`config.mk`:
```
export PLATFORM = sky130hd
export DESIGN_NAME = fir_decim_avg
export DESIGN_NICKNAME = d
export VERILOG_FILES = /design/src/rtl/fir_pkg.sv /design/src/rtl/fir_sync_fifo.sv /design/src/rtl/fir_decim_avg.sv
export SDC_FILE = /design/constraint.sdc
export NUM_CORES = 1
export LEC_CHECK = 0
export CAP_MARGIN = 10
export CELL_PAD_IN_SITES_DETAIL_PLACEMENT = 0
export CELL_PAD_IN_SITES_GLOBAL_PLACEMENT = 1
export CORE_UTILIZATION = 50
export CTS_CLUSTER_DIAMETER = 80
export DETAILED_ROUTE_END_ITERATION = 16
export PLACE_DENSITY_LB_ADDON = 0.25
export SYNTH_ARGS = -nofsm -noshare
export SYNTH_HDL_FRONTEND = slang
export SYNTH_SLANG_ARGS = --single-unit
```
`constraint.sdc`:
```
create_clock -name clk -period 3.2 [get_ports clk]
set_clock_uncertainty 0.05 [all_clocks]
set_input_delay 0.64 -clock clk [delete_from_list [all_inputs] [get_ports clk]]
set_output_delay 0.64 -clock clk [all_outputs]
set_load 0.02 [all_outputs]
```
`src/rtl/fir_pkg.sv`:
```
// fir_pkg: shared defaults and the width helper for the FIR decimator chain
package fir_pkg;
    localparam int DATA_WIDTH_DEF = 16;
    localparam int DECIM_DEF = 4;
    localparam int FIFO_DEPTH_DEF = 8;
    function automatic int log2_ceil(input int v);
        int r;
        r = 0;
        for (int i = 0; i < 31; i++) if ((1 << i) < v) r = i + 1;
        return r;
    endfunction
endpackage

```
`src/rtl/fir_sync_fifo.sv`:
```
// fir_sync_fifo: synchronous FIFO; full/empty come from level, and a pop frees room for a same-cycle push
module fir_sync_fifo
    import fir_pkg::*;
#(
    parameter int WIDTH = DATA_WIDTH_DEF,
    parameter int DEPTH = FIFO_DEPTH_DEF,
    localparam int AW = log2_ceil(DEPTH),
    localparam int LW = log2_ceil(DEPTH + 1)
) (
    input  logic             clk,
    input  logic             rst,
    input  logic             push,
    input  logic [WIDTH-1:0] push_data,
    input  logic             pop,
    output logic [WIDTH-1:0] pop_data,
    output logic [LW-1:0]    level,
    output logic             full,
    output logic             empty
);
    logic [WIDTH-1:0] mem_q [DEPTH];
    logic [WIDTH-1:0] mem_d [DEPTH];
    logic [AW-1:0] wr_q, wr_d, rd_q, rd_d;
    logic [LW-1:0] level_q, level_d;
    logic push_ok, pop_ok;
    assign full = level_q == LW'(DEPTH);
    assign empty = level_q == '0;
    assign level = level_q;
    assign pop_data = empty ? '0 : mem_q[rd_q];
    // next-state: pointers wrap naturally because DEPTH is a power of two
    always_comb begin
        pop_ok = pop && !empty;
        push_ok = push && (!full || pop_ok);
        mem_d = mem_q;
        if (push_ok) mem_d[wr_q] = push_data;
        wr_d = push_ok ? wr_q + 1'b1 : wr_q;
        rd_d = pop_ok ? rd_q + 1'b1 : rd_q;
        level_d = (push_ok && !pop_ok) ? level_q + 1'b1 : (!push_ok && pop_ok) ? level_q - 1'b1 : level_q;
    end
    // state registers; storage is not reset since pop_data is masked while empty
    always_ff @(posedge clk) begin
        if (rst) begin
            wr_q <= '0;
            rd_q <= '0;
            level_q <= '0;
        end else begin
            wr_q <= wr_d;
            rd_q <= rd_d;
            level_q <= level_d;
        end
        mem_q <= mem_d;
    end
endmodule

```
`src/rtl/fir_decim_avg.sv`:
```
// fir_decim_avg: averages each group of DECIM samples into an output FIFO; define FIR_DECIM_ROUND_EN for round-half-up instead of truncation
module fir_decim_avg
    import fir_pkg::*;
#(
    parameter int DATA_WIDTH = DATA_WIDTH_DEF,
    parameter int DECIM = DECIM_DEF,
    parameter int FIFO_DEPTH = FIFO_DEPTH_DEF,
    localparam int LW = log2_ceil(FIFO_DEPTH + 1)
) (
    input  logic                  clk,
    input  logic                  rst,
    input  logic [DATA_WIDTH-1:0] data_in,
    input  logic                  data_in_valid,
    output logic [DATA_WIDTH-1:0] data_out,
    output logic                  data_out_valid,
    input  logic                  data_out_ready,
    output logic [LW-1:0]         level,
    output logic                  overflow
);
    localparam int PW = log2_ceil(DECIM);
    localparam int AW = DATA_WIDTH + PW;
    logic [PW-1:0] phase_q, phase_d;
    logic [AW-1:0] acc_q, acc_d, sum, rnd;
    logic [DATA_WIDTH-1:0] result;
    logic push, pop, full, empty, overflow_q, overflow_d;
    assign data_out_valid = !empty;
    assign overflow = overflow_q;
    // group accumulation, averaging and drop detection
    always_comb begin
        sum = acc_q + AW'(data_in);
`ifdef FIR_DECIM_ROUND_EN
        rnd = sum + AW'(DECIM / 2);
`else
        rnd = sum;
`endif
        result = DATA_WIDTH'(rnd >> PW);
        push = data_in_valid && phase_q == PW'(DECIM - 1);
        pop = data_out_valid && data_out_ready;
        phase_d = data_in_valid ? phase_q + 1'b1 : phase_q;
        acc_d = !data_in_valid ? acc_q : (phase_q == '0 ? AW'(data_in) : sum);
        overflow_d = overflow_q || (push && full && !pop);
    end
    // phase, accumulator and sticky overflow registers
    always_ff @(posedge clk) begin
        if (rst) begin
            phase_q <= '0;
            acc_q <= '0;
            overflow_q <= 1'b0;
        end else begin
            phase_q <= phase_d;
            acc_q <= acc_d;
            overflow_q <= overflow_d;
        end
    end
    fir_sync_fifo #(.WIDTH(DATA_WIDTH), .DEPTH(FIFO_DEPTH)) u_fifo (
        .clk(clk),
        .rst(rst),
        .push(push),
        .push_data(result),
        .pop(pop),
        .pop_data(data_out),
        .level(level),
        .full(full),
        .empty(empty)
    );
endmodule
```
-- After elaboration in Yosys (flattened, before gate mapping)
Index checks and enable logic that the tools add are counted.
- word-level logic and storage cells: 56
- output and inout port bits: 22
- flip-flop bits (word level): 159
- equal/unequal tests: 2
- multiplexer cells: 10
- $add $sub $neg: 6
- magnitude comparators: 3
- reduce and logical (&&, ||, !) cells: 19
- bitwise gates (word level): 2
- operators by type and width (operator ; count):
    128-bit bitwise mux ; 1
    16-bit two-way mux ; 4
    16-bit binary-select mux with 3-bit select ; 1
    16-bit demux with 3-bit select ; 1
    18-bit by 16-bit adder with 18-bit output ; 1
    18-bit two-way mux ; 1
    1-bit logical AND ; 9
    4-bit greater-or-equal comparator, second input constant ; 2
    4-bit two-way mux ; 2
    3-bit NOT with 4-bit output ; 2
    3-bit by 1-bit adder with 3-bit output, second input constant ; 2
    1-bit logical NOT ; 5
    4-bit by 1-bit adder with 4-bit output, second input constant ; 1
    4-bit equality test, second input constant ; 1
    4-bit logical NOT ; 1
    4-bit by 1-bit < comparator with 1-bit output, second input constant ; 1
    4-bit by 1-bit subtractor with 4-bit output, second input constant ; 1
    2-bit by 1-bit adder with 2-bit output, second input constant ; 1
    2-bit equality test, second input constant ; 1
    2-bit logical NOT ; 1
    1-bit logical OR ; 2
    2-bit nonzero test ; 1

-- Logic depth before layout (Yosys ltp)
- word-level depth: 10
- gate-level depth with buffers: 11

-- Modules after synthesis
Synthesis repeated with hierarchy kept, for this count alone.
- cells, all modules: 528
- area total of the unflattened synthesis: 7494.7 sq um
- by module, submodules not included (module ; cells each ; instances ; sequential area each (sq um) ; area each (sq um)):
    fir_sync_fifo ; 271 ; 1 ; 4043.9 ; 5459.0
    fir_decim_avg ; 257 ; 1 ; 420.4 ; 2035.7

-- Worst setup path before layout
No wires, ideal clock.
- path type: register to register
- start point: reg u_fifo.level_q[0], in the netlist u_fifo.level[0]
- end point: reg u_fifo.level_q[3], in the netlist u_fifo.level[3]
- path slack: 0.044 ns
- period minus slack after synthesis: 3.156 ns
- cell stages (with the launch flop): 12
- path buffers: 0
- data arrival time: 3.036 ns
- cells stage by stage: dfxtp_1 > nor4_1 > inv_1 > nand2_1 > ha_1 > inv_1 > ha_1 > a21o_1 > a21oi_1 > xnor2_1 > or3_1 > a21oi_1
- word-level cells in the longest chain between the ends: 9
- RTL lines (item ; line ; text):
    from (decl) ; fir_sync_fifo.sv:23 ; logic [LW-1:0] level_q, level_d;
    from (signal assigned) ; fir_sync_fifo.sv:48 ; level_q <= level_d;
    4-bit logical NOT * ; fir_sync_fifo.sv:26 ; assign empty = level_q == '0;
    1-bit logical NOT * ; fir_decim_avg.sv:26 ; assign data_out_valid = !empty;
    named net data_out_valid ; fir_decim_avg.sv:15 ; output logic data_out_valid,
    1-bit logical AND ; fir_decim_avg.sv:38 ; pop = data_out_valid && data_out_ready;
    1-bit logical AND * ; fir_sync_fifo.sv:31 ; pop_ok = pop && !empty;
    1-bit logical OR ; fir_sync_fifo.sv:32 ; push_ok = push && (!full || pop_ok);
    1-bit logical AND ; fir_sync_fifo.sv:32 ;
    1-bit logical NOT ; fir_sync_fifo.sv:37 ; level_d = (push_ok && !pop_ok) ? level_q + 1'b1 : (!push_ok && pop_ok) ? level_q - 1'b1 : level_q;
    1-bit logical AND ; fir_sync_fifo.sv:37 ;
    2-bit nonzero test (no line) ; n/a ;
The timed path passes the listed nets; every way through them passes the cells marked *. The select of a mux whose other input is x is not followed.
A chain may end at the register's enable or synchronous reset.

-- Worst setup path after layout
- start point: reg u_fifo.rd_q[0]
- end point: out data_out[10]
- word-level cells in the longest chain between the ends: 5
- RTL lines (item ; line ; text):
    from (decl) ; fir_sync_fifo.sv:22 ; logic [AW-1:0] wr_q, wr_d, rd_q, rd_d;
    from (signal assigned) ; fir_sync_fifo.sv:47 ; rd_q <= rd_d;
    3-bit NOT with 4-bit output (implied by the code) ; fir_sync_fifo.sv:28 ; assign pop_data = empty ? '0 : mem_q[rd_q];
    16-bit binary-select mux with 3-bit select ; fir_sync_fifo.sv:28 ;
    16-bit two-way mux (implied by the code) (2 in a row) ; fir_sync_fifo.sv:28 ;
    16-bit two-way mux ; fir_sync_fifo.sv:28 ;
    to (decl) ; fir_decim_avg.sv:14 ; output logic [DATA_WIDTH-1:0] data_out,
No other way between the ends. The select of a mux whose other input is x is not followed.

==> results_dict.tcl <==
set metrics [dict create \
    syn-num-nets 534 \
    row_count 43 \
    p_int_mw 4.52 \
    antenna_left 0 \
    placedCellCount 740 \
    fp.coreArea_sq_mm 0.0139 \
    hold_path_class "register to register" \
    power_mw 6.46 \
    max-cap-violations 0 \
    worstPathArrival_ns 2.40 \
    routed_wl_microns 14500 \
    setup_tns_ns 0 \
    grt_pass1_wl_microns 23100 \
    pwr-share-seq 0.386 \
    r2r-start "acc_q[0]" \
    switchingPower_mw 1.94 \
    cp-end-kind "output port" \
    outcome "completed" \
    synthCells 489 \
    cts.sinks 159 \
    cts.reportedPaths.clkPinSlew_ns 0.06 \
    synth-seq-cells 159 \
    hold_viol_final 0 \
    numCtsBuffers 17 \
    synthSimpleGateAreaFrac 0.0803 \
    fin_util 0.624 \
    h-tree-depth 4 \
    hold_buffers 0 \
    synth_edf_count 128 \
    grt_pass1_vias 4381 \
    worst_slew_pin_slew_ns 0.641 \
    power_leakage_nw 3.10 \
    power_frac_comb 0.336 \
    final_cell_mix "edfxtp_1, nor2_1, buf_4" \
    drtPass1Iterations 5 \
    switching_share 0.301 \
    setup_viol 0 \
    synth_top_family_by_area "multiplexers" \
    grt_usage 0.216 \
    synthDistinctLibCells 51 \
    synthXorXnorAreaFrac 0.0269 \
    report.final.slew_viol_count 0 \
    antenna_cells 0 \
    layout-drive-gt1-share 0.205 \
    hp-start "overflow" \
    setup_ws_ns 0.106 \
    dp_hpwl_microns 9350 \
    grt_overflow 0 \
    synthMuxAreaShare 0.134 \
    max_freq_mhz 323 \
    final_common_cell "edfxtp_1" \
    cts_buffer_depth 2 \
    port_buffers 41 \
    critPathMaxFanout 10 \
    ir_drop_uv 347 \
    cts_tree "yes" \
    die_area_sq_mm 0.0148 \
    ioPinCount 42 \
    dp_slack_ns -0.228 \
    antenna_found_initial 0 \
    start_util 0.515 \
    gp_congestion 0.857 \
    rsz0062_at_grt "false" \
    die_h_microns 122 \
    synth_area_sq_mm 0.00717 \
    fillers 1062 \
    wire_per_inst_microns 18.7 \
    die_x_microns 122 \
    drc 0 \
    design_area_sq_mm 0.00869 \
    synth_seq_area_share 0.623 \
    synth_fa_ha_area_frac 0.0457 \
    holdWs_ns 0.415 \
    p_per_area_mw_per_mm2 744 \
    synth_compound_area_frac 0.0681 \
    grt_max_degree 38 \
    critPathLaunch "u_fifo.rd_q[0]" \
    yosysWarningCount 0 \
    final_cells 774 \
    avgSynthCellArea_sq_um 14.7 \
    critPathLaunchType "register" \
    syn_to_final_growth_pct 21.2 \
    maxSlewHeadroom 0.570 \
    synthFlopType "edfxtp_1" \
    cts-root-buf "clkbuf_16" \
    vias_per_cell 5.62 \
    clkPwrFrac 0.278 \
    num-nets-final 626 \
    async_flop_share 0 \
    drt_iter0_drc 347 \
    cp_data_required_time_ns 2.51 \
    vias 4347 \
    place_area_sq_mm 0.00812 \
    path_class "register to output port" \
    clock_latency_ns 0.42 \
    period_minus_slack_ns 3.09 \
    fin_crit_sh 0.967 \
]
[sequential cells by signal (all words and copies together), names as in the netlist]
| signal | flops |
|---|---|
| acc_q | 18 |
| overflow | 1 |
| phase_q | 2 |
| u_fifo.level | 4 |
| u_fifo.mem_q | 128 |
| u_fifo.rd_q | 3 |
| u_fifo.wr_q | 3 |
[critical path, cell delays in order, from the launching register on]
cell and delay (ns):
dfxtp_4 0.42, bufbuf_16 0.32, mux4_2 0.49, mux2i_1 0.15, nor2_1 0.06, clkdlybuf4s50_1 0.54
[cell families after synthesis]
logic type | count (synthesis)
flip-flops | 159
AND/OR/NAND/NOR | 123
adder cells (fa/ha/maj) | 25
buffers and inverters | 33
XOR/XNOR | 22
multiplexers | 56
AO/OA/AOI/OAI | 71
[per-layer routing]
layer | global-route usage | part of all wire | vias to the layer above
li1 | - | - | 2066
met1 | 0.281 | 0.44 | 2150
met2 | 0.356 | 0.49 | 113
met3 | 0.0501 | 0.049 | 18
met4 | 0.0772 | 0.015 | 0
met5 | 0 | 0 | -
[synthesized netlist by cell type (all sizes together) (5+ instances only)]
library cell	number	area [sq um]
inv	12	45.0
buf	7	33.8
ha	23	288
xor2	8	70.1
a211oi	6	45.0
o21a	5	37.5
xnor2	14	123
nand3	7	35.0
a21o	7	53.8
mux2i	24	240
clkbuf	14	82.6
a21oi	17	85.1
mux4	32	721
nand2b	5	31.3
edfxtp	128	3840
nand2	24	90.1
nor2	57	214
dfxtp	31	621
o21ai	10	50.1
a311oi	5	43.8
[timing repair]
action	in CTS	in global routing
setup endpoints to repair	13	1
pin swaps	0	0
setup buffers	1	0
gates resized for setup	1	1
cloned	1	0
endpoints found under the hold margin	0	0
[final cells by class]
cell class	count	area (sq um)	area share
multi-input cells	297	2560	0.295
inverters	12	45.0	0.00518
clock buffers	18	429	0.0494
repair buffers	94	861	0.0990
clock inverters	14	101	0.0117
flip-flops and latches	159	4470	0.514
well taps	180	225	0.0259
[power groups by stage]
stage	logic [mW]	registers [mW]	clock network, mW
2_1_floorplan	1.28	2.53	0
3_3_place_gp	2.10	2.54	0
3_5_place_dp	2.13	2.54	0
4_1_cts	2.20	2.49	1.84
5_1_grt	2.35	2.51	1.91
6_report	2.17	2.49	1.80
[path summary, 6_finish.rpt]
path	to	slack (ns)	cells past startpoint
hold reg to reg	overflow	0.41	2
hold / removal	overflow	0.41	2
setup / recovery	data_out[10]	0.11	5
setup reg to reg	u_fifo.mem_q[60]	0.55	10
(Power assumes the default switching activity.)
